==> config.mk <==
export PLATFORM = sky130hd
export DESIGN_NAME = led_randomizer
export DESIGN_NICKNAME = d
export VERILOG_FILES = /design/src/rtl/led_randomizer.sv
export SDC_FILE = /design/constraint.sdc
export NUM_CORES = 1
export LEC_CHECK = 0
export CORE_MARGIN = 1
export CORE_UTILIZATION = 35
export DETAILED_ROUTE_END_ITERATION = 10
export PLACE_DENSITY = 0.52
export SLEW_MARGIN = 20
export SYNTH_ARGS = -nofsm -noshare
export SYNTH_HDL_FRONTEND = slang
export SYNTH_SLANG_ARGS = --single-unit
==> constraint.sdc <==
create_clock -name clk_i -period 3.02 [get_ports clk_i]
set_clock_uncertainty 0.2 [all_clocks]
set_input_delay 0.604 -clock clk_i [delete_from_list [all_inputs] [get_ports clk_i]]
set_output_delay 0.604 -clock clk_i [all_outputs]
set_load 0.03 [all_outputs]
==> src/rtl/led_randomizer.sv <==
// led_randomizer: one-hot target generator for the hit_or_miss game.
// A 16-bit LFSR is reseeded from the hit_or_miss token, free-runs for SPIN_CYCLES and then
// supplies a one-hot LED target that is held until a hit or a timeout. Hit and miss totals
// are kept in saturating counters for the display stage.
// Optional feature macro: RAND_NO_REPEAT_EN (never show the same target twice in a row).
module led_randomizer #(
    parameter int unsigned SPIN_CYCLES    = 4,
    parameter int unsigned TIMEOUT_CYCLES = 50000000,
    parameter logic [15:0] SEED           = 16'hACE1
) (
    input  logic       clk_i,
    input  logic       rst_ni,
    input  logic       enable_i,
    input  logic       clear_i,
    input  logic [7:0] token_i,
    input  logic       hit_i,
    output logic [7:0] led_o,
    output logic       led_valid_o,
    output logic       round_done_o,
    output logic [7:0] hit_count_o,
    output logic [7:0] miss_count_o
);

    localparam int unsigned SpinW  = (SPIN_CYCLES > 1) ? $clog2(SPIN_CYCLES) : 1;
    localparam int unsigned TimerW = $clog2(TIMEOUT_CYCLES);
    localparam logic [SpinW-1:0]  SpinLast  = SpinW'(SPIN_CYCLES - 1);
    localparam logic [TimerW-1:0] TimerLast = TimerW'(TIMEOUT_CYCLES - 1);

    typedef enum logic [1:0] {StIdle, StSeed, StSpin, StWait} state_e;

    state_e            state_q, state_d;
    logic [15:0]       lfsr_q, lfsr_d;
    logic [7:0]        led_q, led_d;
    logic              led_valid_q, led_valid_d;
    logic              round_done_q, round_done_d;
    logic [7:0]        hit_cnt_q, hit_cnt_d;
    logic [7:0]        miss_cnt_q, miss_cnt_d;
    logic [2:0]        prev_idx_q, prev_idx_d;
    logic [SpinW-1:0]  spin_cnt_q, spin_cnt_d;
    logic [TimerW-1:0] timer_q, timer_d;

    logic [15:0] lfsr_step;
    logic [15:0] seed_mix;
    logic [2:0]  idx;

    assign lfsr_step = {lfsr_q[14:0], lfsr_q[15] ^ lfsr_q[13] ^ lfsr_q[12] ^ lfsr_q[10]};
    assign seed_mix  = lfsr_step ^ {8'h00, token_i};

`ifdef RAND_NO_REPEAT_EN
    // Set once the first target has been shown; gates the repeat-avoidance bump.
    logic shown_q, shown_d;

    // Bump a repeated index by one so a stale changed_bit cannot score an instant hit.
    always_comb begin
        idx = lfsr_q[2:0];
        if (shown_q && (lfsr_q[2:0] == prev_idx_q)) begin
            idx = lfsr_q[2:0] + 3'd1;
        end
    end
`else
    assign idx = lfsr_q[2:0];
`endif

    // Next-state and datapath decode for the round sequencer.
    always_comb begin
        state_d      = state_q;
        lfsr_d       = lfsr_step;
        led_d        = led_q;
        led_valid_d  = 1'b0;
        round_done_d = 1'b0;
        hit_cnt_d    = hit_cnt_q;
        miss_cnt_d   = miss_cnt_q;
        prev_idx_d   = prev_idx_q;
        spin_cnt_d   = spin_cnt_q;
        timer_d      = timer_q;
`ifdef RAND_NO_REPEAT_EN
        shown_d      = shown_q;
`endif

        unique case (state_q)
            StIdle: begin
                led_d = 8'h00;
                if (enable_i) begin
                    state_d = StSeed;
                end
            end
            StSeed: begin
                // A zero LFSR would lock up, so fall back to the reset seed.
                lfsr_d     = (seed_mix == 16'h0000) ? SEED : seed_mix;
                spin_cnt_d = '0;
                state_d    = StSpin;
            end
            StSpin: begin
                spin_cnt_d = spin_cnt_q + 1'b1;
                if (spin_cnt_q == SpinLast) begin
                    led_d       = 8'h01 << idx;
                    prev_idx_d  = idx;
                    timer_d     = '0;
                    led_valid_d = 1'b1;
                    state_d     = StWait;
`ifdef RAND_NO_REPEAT_EN
                    shown_d     = 1'b1;
`endif
                end
            end
            StWait: begin
                led_valid_d = 1'b1;
                timer_d     = timer_q + 1'b1;
                // Hit takes priority over a coincident timeout.
                if (hit_i) begin
                    hit_cnt_d    = (hit_cnt_q != 8'hFF) ? hit_cnt_q + 8'd1 : hit_cnt_q;
                    round_done_d = 1'b1;
                    led_d        = 8'h00;
                    led_valid_d  = 1'b0;
                    state_d      = StSeed;
                end else if (timer_q == TimerLast) begin
                    miss_cnt_d   = (miss_cnt_q != 8'hFF) ? miss_cnt_q + 8'd1 : miss_cnt_q;
                    round_done_d = 1'b1;
                    led_d        = 8'h00;
                    led_valid_d  = 1'b0;
                    state_d      = StSeed;
                end
            end
            default: begin
                state_d = StIdle;
                led_d   = 8'h00;
            end
        endcase

        // Disabling drops any in-flight round without counting it.
        if (!enable_i) begin
            state_d      = StIdle;
            led_d        = 8'h00;
            led_valid_d  = 1'b0;
            round_done_d = 1'b0;
            hit_cnt_d    = hit_cnt_q;
            miss_cnt_d   = miss_cnt_q;
            prev_idx_d   = prev_idx_q;
`ifdef RAND_NO_REPEAT_EN
            shown_d      = shown_q;
`endif
        end

        // Clear overrides any simultaneous count update.
        if (clear_i) begin
            hit_cnt_d  = 8'h00;
            miss_cnt_d = 8'h00;
        end
    end

    // State and datapath registers with asynchronous active-low reset.
    always_ff @(posedge clk_i or negedge rst_ni) begin
        if (!rst_ni) begin
            state_q      <= StIdle;
            lfsr_q       <= SEED;
            led_q        <= 8'h00;
            led_valid_q  <= 1'b0;
            round_done_q <= 1'b0;
            hit_cnt_q    <= 8'h00;
            miss_cnt_q   <= 8'h00;
            prev_idx_q   <= 3'd0;
            spin_cnt_q   <= '0;
            timer_q      <= '0;
        end else begin
            state_q      <= state_d;
            lfsr_q       <= lfsr_d;
            led_q        <= led_d;
            led_valid_q  <= led_valid_d;
            round_done_q <= round_done_d;
            hit_cnt_q    <= hit_cnt_d;
            miss_cnt_q   <= miss_cnt_d;
            prev_idx_q   <= prev_idx_d;
            spin_cnt_q   <= spin_cnt_d;
            timer_q      <= timer_d;
        end
    end

`ifdef RAND_NO_REPEAT_EN
    // Tracks whether any target has been shown since reset.
    always_ff @(posedge clk_i or negedge rst_ni) begin
        if (!rst_ni) begin
            shown_q <= 1'b0;
        end else begin
            shown_q <= shown_d;
        end
    end
`endif

    assign led_o        = led_q;
    assign led_valid_o  = led_valid_q;
    assign round_done_o = round_done_q;
    assign hit_count_o  = hit_cnt_q;
    assign miss_count_o = miss_cnt_q;

endmodule

Word-level counts from Yosys, hierarchy flattened
Cells that the tools add are included.
{ "classes": {"n_mux": 35, "n_addsub": 4, "eq_ne": 12, "bitwise_logic": 4, "reduce_logical": 15, "n_shift": 1} }
{ "ops": {"columns": ["op", "n"], "rows": [
  ["2-to-1 mux 8 bit", 15],
  ["one-hot mux 26 bit (2 select lines)", 1],
  ["2-to-1 mux 16 bit", 2],
  ["adder 26 x 1 -> 26 bit (second input constant)", 1],
  ["== test 26 bit (second input constant)", 1],
  ["2-to-1 mux 26 bit", 1],
  ["one-hot mux 8 bit (3 select lines)", 1],
  ["adder 8 x 1 -> 8 bit (second input constant)", 2],
  ["logical NOT 16 bit", 1],
  ["inequality test 8 bit (second input constant)", 2],
  ["nonzero test 2 bit", 8],
  ["bitwise XOR 16 x 8 -> 16 bit", 1],
  ["2-to-1 mux 1 bit", 8],
  ["2-to-1 mux 2 bit", 4],
  ["one-hot mux 2 bit (4 select lines)", 1],
  ["<< shifter 1 x 3 -> 8 bit (first input constant)", 1],
  ["== test 2 bit (second input constant)", 3],
  ["AND reduction 5 bit", 1],
  ["inequality test 2 bit (second input constant)", 2],
  ["inequality test 4 x 1 -> 1 bit (second input constant)", 1],
  ["inequality test 4 bit (second input constant)", 1],
  ["one-hot mux 2 bit (2 select lines)", 1],
  ["AND reduction 2 bit", 2],
  ["AND reduction 4 bit", 1],
  ["other kinds (7)", 9]
]} }
{ "totals": {"register_bits": 72, "out_inout_bits": 26, "word_cells": 80, "inputBits": 13} }

Depth between registers and ports, before layout
{ "depth": {"word_depth": 7, "depth_mapped": 8, "depth_no_buf": 7} }

Worst setup path before layout
OpenSTA, ideal clock, no wires.
{ "synth_path": {"path_type": "reg2reg", "startpoint": "reg state_q[0]", "endpoint": "reg timer_q[18]", "path_stages_with_launch": 9, "n_path_buf": 1, "setup_time_ns": 0.077, "path_slack_ns": 0.856, "t_required_ns": 2.743, "arrival_ns": 1.887, "period_less_slack_ns": 2.164, "cell_sequence": "dfrtp_1 -> inv_1 -> ha_1 -> buf_2 -> mux2i_1 -> nor3_2 -> nand3_1 -> or3_1 -> a21oi_1"} }
{ "synth_between": {"elab_chain_cells": 3, "elab_cells_between_ends": 6, "cone_classes": "eq/ne (3); mux (1); reduce/logical (2)"} }
{ "synth_lines": {"columns": ["item", "line_no", "source"], "rows": [
  ["start: declaration", "31", "state_e state_q, state_d;"],
  ["start signal: assignment", "154", "state_q <= StIdle;"],
  ["start signal: assignment", "165", "state_q <= state_d;"],
  ["== test 2 bit", "80", "unique case (state_q)"],
  ["inequality test 2 bit (no source line) / nonzero test 2 bit (equally long branches)", null, null],
  ["AND reduction 2 bit (no source line)", null, null],
  ["end signal: assignment", "174", "timer_q <= timer_d;"],
  ["end: declaration", "40", "logic [TimerW-1:0] timer_q, timer_d;"]
]} }
Parallel ways exist; a longest one is shown, timed or not.
A chain may end at the register's enable or synchronous reset.

Worst setup path after layout
{ "layout_path": {"startpoint": "in hit_i", "endpoint": "reg miss_cnt_q[5] (netlist: miss_count_o[5])"} }
{ "layout_between": {"elab_chain_cells": 2} }
{ "layout_lines": {"columns": ["item", "line_no", "source"], "rows": [
  ["start: declaration", "16", "input logic hit_i,"],
  ["inequality test 2 bit (no source line)", null, null],
  ["AND reduction 5 bit (no source line)", null, null],
  ["end signal: assignment", "171", "miss_cnt_q <= miss_cnt_d;"],
  ["end: declaration", "37", "logic [7:0] miss_cnt_q, miss_cnt_d;"]
]} }
Every way passes these cells.

==> metrics.cfg <==
[grt]
grt_max_degree = 73
overflow = 0
grt_pass1_wl_um = 12200
grt_pass1_vias = 2483
gr-usage-met2_pct = 23.0
antenna_found_initial = 0
track_usage_pct = 14.9
use_met1_pct = 20.4
grt_most_used_layer = met2
met3_usage_pct = 3.63

[detailed_routing]
drtIter0Drc = 71
drc = 0
wl_per_cell_um = 13.4
vias_per_cell = 4.98
routed_wirelength_um = 7030
dr_total_vias = 2622
ant_nets = 0
firstDrtPassIters = 4

[synthesis]
ys_ff_latch = 72
synthArstFlopShare_pct = 100
synthTopCellsByCount = dfrtp_1 (64), nor2_1 (40), xor2_1 (32), nand2_1 (26), nand3_1 (19)
synth_edf_count = 0
synthCells = 346
avgSynthCellArea_um2 = 10.4
synth_cell_types = 45
yosys.area.top_type = dfrtp_1
netlist_area_um2 = 3580
synth.most_common_cell = dfrtp_1
seq_area_frac_synth_pct = 50.6
synthFlopType = dfrtp_1
ys_top_cells_by_area = dfrtp_1 (45%), xor2_1 (7.8%), dfstp_2 (5.9%)
yosys_warnings = 0
netlist.area_leader.share_pct = 44.7
synth_nets = 368

[setup_path]
arrival_ns = 2.39
worstReg2RegStart = state_q[0]$_DFFE_PN0P_
crit_type = input pin to register
critical_path_peak_fanout = 14
crit_required_ns = 3.07
reg2reg_to = miss_count_o[5]$_DFFE_PN0P_
worstSetupStartpointType = input pin
end_kind = register
reg2reg_depth = 6
rrSetupSlack_ns = 0.70

[min_path]
hold_path_class = input pin to async pin

[layout]
drive_gt1_share_pct = 12.0
regArea_um2 = 1810
multi_input_area_um2 = 1690
fin_util_pct = 43.8
fillCellCount = 949
area_delta_synth_final_pct = 20.5
n_antenna_cell = 0
nNetsFinal = 410

[floorplanning]
io_pins = 39
die_x_um = 103
initial_utilization_pct = 36.3
dieArea_um2 = 10600
rows = 36
coreArea_um2 = 9860
die_y_um = 103

[sta]
fin_crit_ns = 2.34
fin_crit_sh_pct = 77.4
finalHoldViolCount = 0
setup_viol = 0
tns_ns = 0
slew_headroom_pct = 55.6
grt_setup_unrepaired = false
worst_slew_pin_slew_ns = 0.660
fmax_mhz = 428
maxSlewViolCount = 0

[clock_network]
cts_tree = built
clk_pin_slew_ns = 0.08
cts.sinks = 72
clockRootBuffer = clkbuf_8
insertion_delay_ns = 0.34
cts_buffers = 9
ctsHoldBuffers = 0
postCtsSetupBuffers = 0
clockBufferDepth = 2
cts_resized = 0
h-tree-depth = 3

[power_and_ir_drop]
p_clk_share_pct = 28.2
leakage_nw = 1.87
seqPwrFrac_pct = 49.1
finalPower_w = 0.00262
ir_drop_mv = 0.234
power_frac_comb_pct = 22.6
power.share.switching_pct = 31.0
power.density_nw_per_um2 = 607
intPower_w = 0.00181
p_sw_w = 0.000812

[place]
globalplace.congestion = 0.739
hpwl_um = 4750
port_buffers = 38

[job]
drv_cap = 0

[run_status]
status = complete, no violations

-- area by class of cell --
cell class,count,area share (%)
repair buffers,45,10.2
inverters,5,0.435
well taps,133,3.86
clock buffers,10,2.96
flip-flops and latches,72,42.0
clock inverters,6,1.42
multi-input cells,255,39.2
-- worst max path at each step --
stage	startpoint	to	slack (ns)	cells past startpoint
6_report	hit_i	miss_count_o[5]$_DFFE_PN0P_	0.68	6
5_1_grt	state_q[0]$_DFFE_PN0P_	miss_count_o[5]$_DFFE_PN0P_	0.40	6
3_3_place_gp	hit_i	miss_count_o[5]$_DFFE_PN0P_	0.37	6
2_1_floorplan	state_q[0]$_DFFE_PN0P_	timer_q[18]$_DFFE_PN0P_	0.86	8
3_5_place_dp	hit_i	miss_count_o[4]$_DFFE_PN0P_	0.33	6
4_1_cts	state_q[0]$_DFFE_PN0P_	miss_count_o[5]$_DFFE_PN0P_	0.66	6
-- critical path: stages --
cell and delay (ns):
clkdlybuf4s50_1 0.45, nand3b_1 0.25, a41oi_1 0.25, nand3_2 0.26, or3_1 0.41, a21oi_1 0.15
-- state kept, by name (all words and copies together) (netlist names) --
register,cells
timer_q,26
lfsr_q,16
hit_count_o,8
led_o,8
miss_count_o,8
spin_cnt_q,2
state_q,2
led_valid_o,1
round_done_o,1
-- routing by layer --
metal | routed length [µm] | vias to the layer above | part of all wire, %
li1 | - | 1292 | -
met1 | 3520 | 1283 | 50
met2 | 3200 | 37 | 46
met3 | 205 | 10 | 2.9
met4 | 98 | 0 | 1.4
met5 | 0 | - | 0
-- placed cells by master (no fill, tap or decap), drive strengths merged, types with 5 or more instances in the layout --
master | synthesis | layout
xor2 | 32 | 32
nand3 | 20 | 20
or3 | 8 | 8
dfstp | 8 | 8
dfrtp | 64 | 64
nor2 | 40 | 40
ha | 9 | 9
clkdlybuf4s50 | 0 | 37
buf | 4 | 8
and3 | 8 | 8
inv | 5 | 5
or2 | 5 | 5
nor3 | 5 | 5
xnor2 | 16 | 16
nor4 | 7 | 7
nand2 | 26 | 26
o21ai | 13 | 13
a32o | 5 | 5
clkbuf | 10 | 10
nand4 | 17 | 17
a21oi | 10 | 10
-- per-stage QoR --
stage	area [µm²]	hold WS [ns]	setup slack, ns	instances
6_report	4320	0.0785	0.684	526
5_1_grt	4320	0.0997	0.404	526
4_1_cts	4320	0.0809	0.664	526
3_5_place_dp	4130	0.175	0.328	510
3_3_place_gp	4130	0.167	0.365	510
2_1_floorplan	3580	0.108	0.856	346
-- power by group through the flow --
stage | combinational (W) | sequential (W) | clock [W]
final | 0.000592 | 0.00129 | 0.000740
after global routing | 0.000686 | 0.00132 | 0.000807
after CTS | 0.000601 | 0.00129 | 0.000775
after detailed placement | 0.000597 | 0.00131 | 0
after global placement | 0.000589 | 0.00130 | 0
after floorplan | 0.000447 | 0.00129 | 0
-- kinds of logic (layout without fill, tap and decap cells) --
logic type	Yosys count	in the layout	synth area share, %
xor gates and xnor gates	48	48	11.7
and+or+nand+nor	158	158	24.6
muxes	5	5	1.43
AOI/OAI and AO/OA	35	35	6.29
adders and majority gates	9	9	3.14
buffers and inverters	19	66	2.27
DFF	72	72	50.6
Note: power is estimated with default switching activity, not from simulation.
